$ cat config.mk
export PLATFORM = sky130hd
export DESIGN_NAME = bram_port_arbiter
export DESIGN_NICKNAME = d
export VERILOG_FILES = /design/src/rtl/bram_port_arbiter.sv
export SDC_FILE = /design/constraint.sdc
export NUM_CORES = 1
export LEC_CHECK = 0
export ABC_CLOCK_PERIOD_IN_PS = 7900
export CAP_MARGIN = 10
export CORE_MARGIN = 10
export CORE_UTILIZATION = 45
export DETAILED_ROUTE_END_ITERATION = 8
export PLACE_DENSITY = 0.86
export SLEW_MARGIN = 40
export SYNTH_ARGS = -nofsm -noshare
export SYNTH_HDL_FRONTEND = slang
export SYNTH_SLANG_ARGS = --single-unit
$ cat constraint.sdc
create_clock -name clk -period 7.9 [get_ports clk]
set_clock_uncertainty 0.1 [all_clocks]
set_input_delay 1.975 -clock clk [delete_from_list [all_inputs] [get_ports clk]]
set_output_delay 1.975 -clock clk [all_outputs]
set_load 0.05 [all_outputs]
$ cat src/rtl/bram_port_arbiter.sv
// ---------------------------------------------------------------------------
// bram_port_arbiter
// Shares one 32-bit BRAM controller port between two clients: client 0 (the
// sample reader) and client 1 (the result writer). At most one access is
// issued per clock. Arbitration is round-robin with a bounded burst length,
// and read data is routed back to the client that issued the read.
//
// Parameters
//   MAX_BURST : consecutive grants to one client while the other waits (1..255)
//   RD_LAT    : BRAM read latency, ram_en high to valid ram_rd_data (1 or 2)
//
// Ports
//   clk, rst_n                 : clock, asynchronous active-low reset
//   cN_req/wr/addr/be/wdata    : client request, held until acked
//   cN_ack                     : combinational, request accepted this cycle
//   cN_rvalid, rdata           : registered read return (rdata shared)
//   ram_clk/en/addr/we/wr_data : registered BRAM port drive
//   ram_rd_data                : BRAM read data
//   ram_rst                    : tied low
// ---------------------------------------------------------------------------
module bram_port_arbiter #(
    parameter int unsigned MAX_BURST = 16,
    parameter int unsigned RD_LAT    = 1
) (
    input  logic        clk,
    input  logic        rst_n,
    input  logic        c0_req,
    input  logic        c0_wr,
    input  logic [31:0] c0_addr,
    input  logic [3:0]  c0_be,
    input  logic [31:0] c0_wdata,
    input  logic        c1_req,
    input  logic        c1_wr,
    input  logic [31:0] c1_addr,
    input  logic [3:0]  c1_be,
    input  logic [31:0] c1_wdata,
    output logic        c0_ack,
    output logic        c1_ack,
    output logic        c0_rvalid,
    output logic        c1_rvalid,
    output logic [31:0] rdata,
    output logic        ram_clk,
    output logic        ram_en,
    output logic [31:0] ram_addr,
    output logic [3:0]  ram_we,
    output logic [31:0] ram_wr_data,
    input  logic [31:0] ram_rd_data,
    output logic        ram_rst
);

    typedef enum logic [1:0] {
        ST_IDLE = 2'd0,
        ST_OWN0 = 2'd1,
        ST_OWN1 = 2'd2
    } state_t;

    localparam logic [7:0]  BURST_MAX  = 8'(MAX_BURST);
    localparam int unsigned PIPE_DEPTH = RD_LAT + 1;
    localparam int unsigned TAIL       = PIPE_DEPTH - 1;

    state_t      state_q, state_d;
    logic [7:0]  cnt_q, cnt_d;
    logic        last_q, last_d;

    logic        owner_s;
    logic        own_req_s;
    logic        oth_req_s;
    logic        burst_done_s;
    logic        gnt_valid_s;
    logic        gnt_client_s;

    logic        sel_wr_s;
    logic [31:0] sel_addr_s;
    logic [3:0]  sel_be_s;
    logic [31:0] sel_wdata_s;

    logic [PIPE_DEPTH-1:0] tag_vld_q;
    logic [PIPE_DEPTH-1:0] tag_cli_q;

    logic        ram_en_q;
    logic [31:0] ram_addr_q;
    logic [3:0]  ram_we_q;
    logic [31:0] ram_wr_data_q;
    logic        c0_rvalid_q;
    logic        c1_rvalid_q;
    logic [31:0] rdata_q;

    // Byte offset bits are dropped: the BRAM port is word addressed.
    logic        unused_addr_bits_s;
    assign unused_addr_bits_s = ^{c0_addr[1:0], c1_addr[1:0]};

    // Arbitration state, burst counter and tie-break history.
    always_ff @(posedge clk or negedge rst_n) begin
        if (!rst_n) begin
            state_q <= ST_IDLE;
            cnt_q   <= 8'd0;
            last_q  <= 1'b1;
        end else begin
            state_q <= state_d;
            cnt_q   <= cnt_d;
            last_q  <= last_d;
        end
    end

    // Next-state and grant selection; the owner is kept while its burst lasts
    // or while the other client is idle, so handover costs no bubble cycle.
    always_comb begin
        state_d      = state_q;
        cnt_d        = cnt_q;
        last_d       = last_q;
        gnt_valid_s  = 1'b0;
        gnt_client_s = 1'b0;
        owner_s      = (state_q == ST_OWN1);
        own_req_s    = owner_s ? c1_req : c0_req;
        oth_req_s    = owner_s ? c0_req : c1_req;
        burst_done_s = (cnt_q >= BURST_MAX);
        case (state_q)
            ST_IDLE: begin
                if (c0_req || c1_req) begin
                    gnt_valid_s = 1'b1;
                    // On a tie the client not switched to last time wins.
                    if (c0_req && c1_req) begin
                        gnt_client_s = ~last_q;
                    end else begin
                        gnt_client_s = c1_req;
                    end
                    state_d = gnt_client_s ? ST_OWN1 : ST_OWN0;
                    cnt_d   = 8'd1;
                    last_d  = gnt_client_s;
                end else begin
                    state_d = ST_IDLE;
                end
            end
            ST_OWN0, ST_OWN1: begin
                if (own_req_s && (!burst_done_s || !oth_req_s)) begin
                    gnt_valid_s  = 1'b1;
                    gnt_client_s = owner_s;
                    cnt_d        = burst_done_s ? 8'd1 : (cnt_q + 8'd1);
                end else if (oth_req_s) begin
                    gnt_valid_s  = 1'b1;
                    gnt_client_s = ~owner_s;
                    state_d      = owner_s ? ST_OWN0 : ST_OWN1;
                    cnt_d        = 8'd1;
                    last_d       = ~owner_s;
                end else begin
                    state_d = ST_IDLE;
                end
            end
            default: begin
                state_d = ST_IDLE;
            end
        endcase
    end

    // Request of the granted client, forwarded to the port register.
    always_comb begin
        if (gnt_client_s) begin
            sel_wr_s    = c1_wr;
            sel_addr_s  = c1_addr;
            sel_be_s    = c1_be;
            sel_wdata_s = c1_wdata;
        end else begin
            sel_wr_s    = c0_wr;
            sel_addr_s  = c0_addr;
            sel_be_s    = c0_be;
            sel_wdata_s = c0_wdata;
        end
    end

    // Acks are forced low while reset is asserted.
    assign c0_ack = rst_n & gnt_valid_s & ~gnt_client_s;
    assign c1_ack = rst_n & gnt_valid_s &  gnt_client_s;

    // BRAM port register; address and write data hold when idle.
    always_ff @(posedge clk or negedge rst_n) begin
        if (!rst_n) begin
            ram_en_q      <= 1'b0;
            ram_addr_q    <= 32'd0;
            ram_we_q      <= 4'd0;
            ram_wr_data_q <= 32'd0;
        end else if (gnt_valid_s) begin
            ram_en_q      <= 1'b1;
            ram_addr_q    <= {sel_addr_s[31:2], 2'b00};
            ram_we_q      <= sel_wr_s ? sel_be_s : 4'd0;
            ram_wr_data_q <= sel_wdata_s;
        end else begin
            ram_en_q      <= 1'b0;
            ram_we_q      <= 4'd0;
        end
    end

    // Read tag pipeline: the tail lines up with valid ram_rd_data.
    always_ff @(posedge clk or negedge rst_n) begin
        if (!rst_n) begin
            tag_vld_q <= '0;
            tag_cli_q <= '0;
        end else begin
            tag_vld_q <= {tag_vld_q[PIPE_DEPTH-2:0], gnt_valid_s & ~sel_wr_s};
            tag_cli_q <= {tag_cli_q[PIPE_DEPTH-2:0], gnt_client_s};
        end
    end

    // Read return: capture BRAM data and flag the issuing client.
    always_ff @(posedge clk or negedge rst_n) begin
        if (!rst_n) begin
            rdata_q     <= 32'd0;
            c0_rvalid_q <= 1'b0;
            c1_rvalid_q <= 1'b0;
        end else begin
            c0_rvalid_q <= tag_vld_q[TAIL] & ~tag_cli_q[TAIL];
            c1_rvalid_q <= tag_vld_q[TAIL] &  tag_cli_q[TAIL];
            if (tag_vld_q[TAIL]) begin
                rdata_q <= ram_rd_data;
            end else begin
                rdata_q <= rdata_q;
            end
        end
    end

    assign ram_clk     = clk;
    assign ram_rst     = 1'b0;
    assign ram_en      = ram_en_q;
    assign ram_addr    = ram_addr_q;
    assign ram_we      = ram_we_q;
    assign ram_wr_data = ram_wr_data_q;
    assign rdata       = rdata_q;
    assign c0_rvalid   = c0_rvalid_q;
    assign c1_rvalid   = c1_rvalid_q;

endmodule

* Yosys cells after proc, flatten, opt, wreduce, memory -nomap -nowiden
Index checks and enable logic that the tools add are counted.
** Operators by class
- Muxes and demuxes :: 35
- Equal/unequal tests :: 6
- Reductions and logical operators :: 11
- Bitwise logic cells :: 11
- Add/sub/neg operators :: 1
- $lt $le $gt $ge :: 1
** Operator list (count)
- $mux W32 :: 2
- $mux W8 :: 4
- $mux W1 :: 16
- $pmux W8 S2 :: 1
- $mux W4 :: 3
- $mux W2 :: 5
- $add A8 B1 Y8 const B :: 1
- $ge A8 B5 Y1 const B :: 1
- $and A1 B1 Y1 :: 6
- $ne A2 B2 Y1 const B :: 3
- $pmux W1 S2 :: 3
- $not A1 Y1 :: 5
- $pmux W2 S2 :: 1
- $reduce_and A4 Y1 :: 1
- $ne A3 B3 Y1 const B :: 1
- $reduce_and A3 Y1 :: 1
- $eq A2 B1 Y1 const B :: 1
- $eq A2 B2 Y1 const B :: 1
- $logic_and A1 B1 Y1 :: 2
- $logic_not A1 Y1 :: 2
- $logic_not A2 Y1 :: 1
- $logic_or A1 B1 Y1 :: 2
- $reduce_bool A2 Y1 :: 1
- $reduce_or A2 Y1 :: 1
** Word-level totals
- Bits in registers :: 116
- Logic and storage cells :: 77
- Output and inout bits :: 107
- Bits of input ports :: 174

* Depth between registers and ports, before layout
- Depth after elaboration :: 10
- Depth in mapped cells :: 11
- Gate-level depth less buffers :: 7

==> summary.md <==
| Metric | Value |
|---|---|
| Status | `finished clean` |
| Hold-fix buffers, CTS | `0` |
| Fin area | `about 9500 um^2` |
| Maximum VDD drop | `between 0.00015 and 0.0002 V` |
| Drt pass-1 iters | `4` |
| Async SR Flop Fraction | `1.000` |
| Most common cell on crit path | `clkbuf_16` |
| Ports | `~280` |
| Vias | `slightly below 6000` |
| Setup violators final | `0` |
| Register-to-Register Path Depth | `8` |
| Slowest CP cell | `clkdlybuf4s50_1` |
| Final ANT Viol Nets | `0` |
| Main combinational cell family by area after synthesis | `compound AO/OA/AOI/OAI gates` |
| Vias per Instance | `between 5 and 6` |
| Number of max-cap violations | `0` |
| Synth warnings | `0` |
| CP Buf/Inv Count | `3` |
| Kind of critical path | `clk -> out` |
| Port bufs | `273` |
| Synth Area in Simple Gates | `0.09820` |
| Largest net degree at the start of global routing | `90` |
| Top_reg_cell synth | `dfrtp_1` |
| CTS tree | `done` |
| Initial antenna violation count | `0` |
| HPWL Detailed | `about 15000 um` |
| Number of remaining DRC errors | `0` |
| Crit path capture | `ram_clk` |
| Mean post-synth cell area | `10.10 um^2` |
| R2R setup slack | `5100 ps` |
| Worst skew pair latency | `520 ps` |
| Critical Path Max Stage Delay | `710 ps` |
| Worst Path Required | `5830 ps` |
| N_diodes | `0` |
| Initial DRC Count | `335` |
| Slew margin rel. | `0.4568` |
| Overall Global Routing Usage | `0.2242` |
| Multiplexer share of the synthesized area | `0.07248` |
| Crit path DAT | `between 4000 and 5000 ps` |
| Final Slew Violations | `0` |
| Top Family by Delay on Critical Path | `buffers and inverters` |
| Pwr Density | `516.1 nW/um^2` |
| Die H | `136.7 um` |
| RSZ-0062 raised after global routing | `false` |
| CP Launch Type | `clock port` |
| Non-filler cells in the finished layout | `1034` |
| Synth Area in Compound Gates | `0.2505` |
| Mapped Area | `6128 um^2` |
| Vias in the first global route | `6065` |
| Post-Synth Adder-Cell Area | `0.01021` |
| Worst hold path class | `reg -> reg` |
| Crit end category | `primary output` |
| Post-CTS sizing | `0` |
| Xor/xnor share of the synthesized area | `0` |
| P&R area growth vs syn | `55.78%` |
| Placed cells | `999` |
| Critical path origin | `clk` |
| Setup TNS Final | `0 ps` |
| Final wirelength | `approximately 22000 um` |
| Worst-margin pin slew | `814.8 ps` |
| Global-route wire length before repair | `32800 um` |
| Seq/Total Area, Yosys | `0.4739` |
| GRT overflow | `0` |
| Drt wl/cell | `approximately 21 um` |
| Leakage | `3.965 nW` |
| FF-to-FF End | `ram_addr[20]` |
| Hold Fails Final Rpt | `0` |
| Nets | `1024` |
| CP Depth | `3` |
| Post-synth cell types | `41` |
| Share of post-route cells with drive strength above 1 | `0.1154` |
| Chip Width | `136.7 um` |
| Floorplan row count | `42` |
| Fill count | `909` |
| R2r startpoint | `state_q[0]` |
| Crit-path max FO | `2` |
| Setup Buffers After CTS | `0` |
| Crit path cell chain | `clkbuf_16 > clkbuf_16 > clkdlybuf4s50_1` |
| Area of placed instances | `roughly 8900 um^2` |
| Synthesized flop and latch total | `around 120` |
| Initial Utilization | `0.4609` |
| Register clock-pin slew on the reported worst setup and hold paths | `50 ps` |
| Cell count after synthesis | `around 600` |
| Number of enable-type register cells in the synthesized netlist | `0` |
| Final GP Congestion | `0.8263` |
| Full die area | `18690 um^2` |
| Placeable Area | `13300 um^2` |
## sequential cells by signal (all words and copies together), names as in the netlist
name         count
c0_rvalid        1
c1_rvalid        1
cnt_q            8
last_q           1
ram_addr        30
ram_en           1
ram_we           4
ram_wr_data     32
rdata           32
state_q          2
tag_cli_q        2
tag_vld_q        2
## synthesized netlist by cell type (2+ instances only)
cell        n  area, um^2
mux2_2     35       394.1
ha_1        5       62.56
o211ai_2   10       125.1
a31oi_1    62       387.9
nand2_1     3       11.26
buf_1       4       15.01
and2_1      4       25.02
buf_6       4       45.04
buf_2      14       70.07
a21boi_0    2       15.01
o211ai_1   53       397.9
o21a_1     62       465.5
a21o_1      2       15.01
nor2_1      7       26.28
o21ai_0     5       25.02
nand2b_1    2       12.51
nor2b_1     4       25.02
a22o_1      2       17.52
nand3_1     9       45.04
dfrtp_1   115        2878
clkbuf_1   41       153.9
a21oi_1     6       30.03
inv_1      68       255.2
mux2i_1     5       50.05
or3_1       2       12.51
buf_4       5       37.54
nand4_1    62       387.9
## cell usage in the layout (no fill, tap or decap), types with 3 or more instances in the layout
master	netlist	final
dfrtp_1	115	114
inv_1	68	68
clkinv_2	0	5
o21a_1	62	62
clkbuf_1	41	4
conb_1	1	3
a21oi_1	6	6
nand4_1	62	62
nor2_1	7	6
bufinv_16	0	3
clkbuf_16	0	20
o21ai_0	5	5
and2_1	4	4
nand3_1	9	9
nor2b_1	4	4
o211ai_2	10	10
a31oi_1	62	62
ha_1	5	4
nand2_1	3	3
mux2i_1	5	5
clkdlybuf4s50_1	0	271
buf_6	4	3
o211ai_1	53	53
mux2_2	35	35
buf_4	5	7
## worst min path at each step
stage                             from           end  slack [ps]  cells past startpoint
after floorplan           tag_cli_q[0]  tag_cli_q[1]         230                      0
after global placement    tag_vld_q[0]  tag_vld_q[1]         230                      0
after detailed placement  tag_vld_q[0]  tag_vld_q[1]         240                      0
after CTS                 tag_cli_q[0]  tag_cli_q[1]         250                      0
after global routing      tag_cli_q[0]  tag_cli_q[1]         260                      0
final                     tag_cli_q[0]  tag_cli_q[1]         250                      0
## through the flow
step | hold WS [ps] | power, W | setup slack [ps] | util
finish | 249.6 | 0.004927 | 913.2 | 0.7181
global route | 265.0 | 0.005172 | 914.8 | 0.7181
global placement | 231.6 | 0.003991 | 1203 | 0.6674
detailed placement | 241.2 | 0.004092 | 1203 | 0.6678
floorplan | 231.2 | 0.003143 | 1708 | -
CTS | 252.4 | 0.004954 | 905.1 | 0.7175
## logic make-up after synthesis
group	after synthesis
DFF	116
and+or+nand+nor	99
AOI/OAI and AO/OA	210
other	1
buffers and inverters	136
muxes	40
adders and majority gates	5
## power breakdown
part | switching (W) | internal (W)
clock | 0.000293 | 0.000574
sequential | 0.000184 | 0.000896
combinational | 0.00192 | 0.00106
## per-layer routing
layer	wire, um	up-vias	global-route usage
met5	0	-	0
met2	10330	308	0.3649
met4	749	0	0.1030
li1	-	2720	-
met1	8321	2869	0.2532
met3	2363	49	0.08981
## area by class of cell
cell class	instances	area (um^2)	share of cell area
Clock buffer	26	539.3	0.05649
Clock inverter	10	131.4	0.01376
Inverter	68	255.2	0.02674
Multi-Input combinational cell	357	2686	0.2814
Sequential cell	116	2905	0.3043
Tap cell	176	220.2	0.02307
Timing Repair Buffer	281	2809	0.2942
Power figures use the tool's default switching activity.
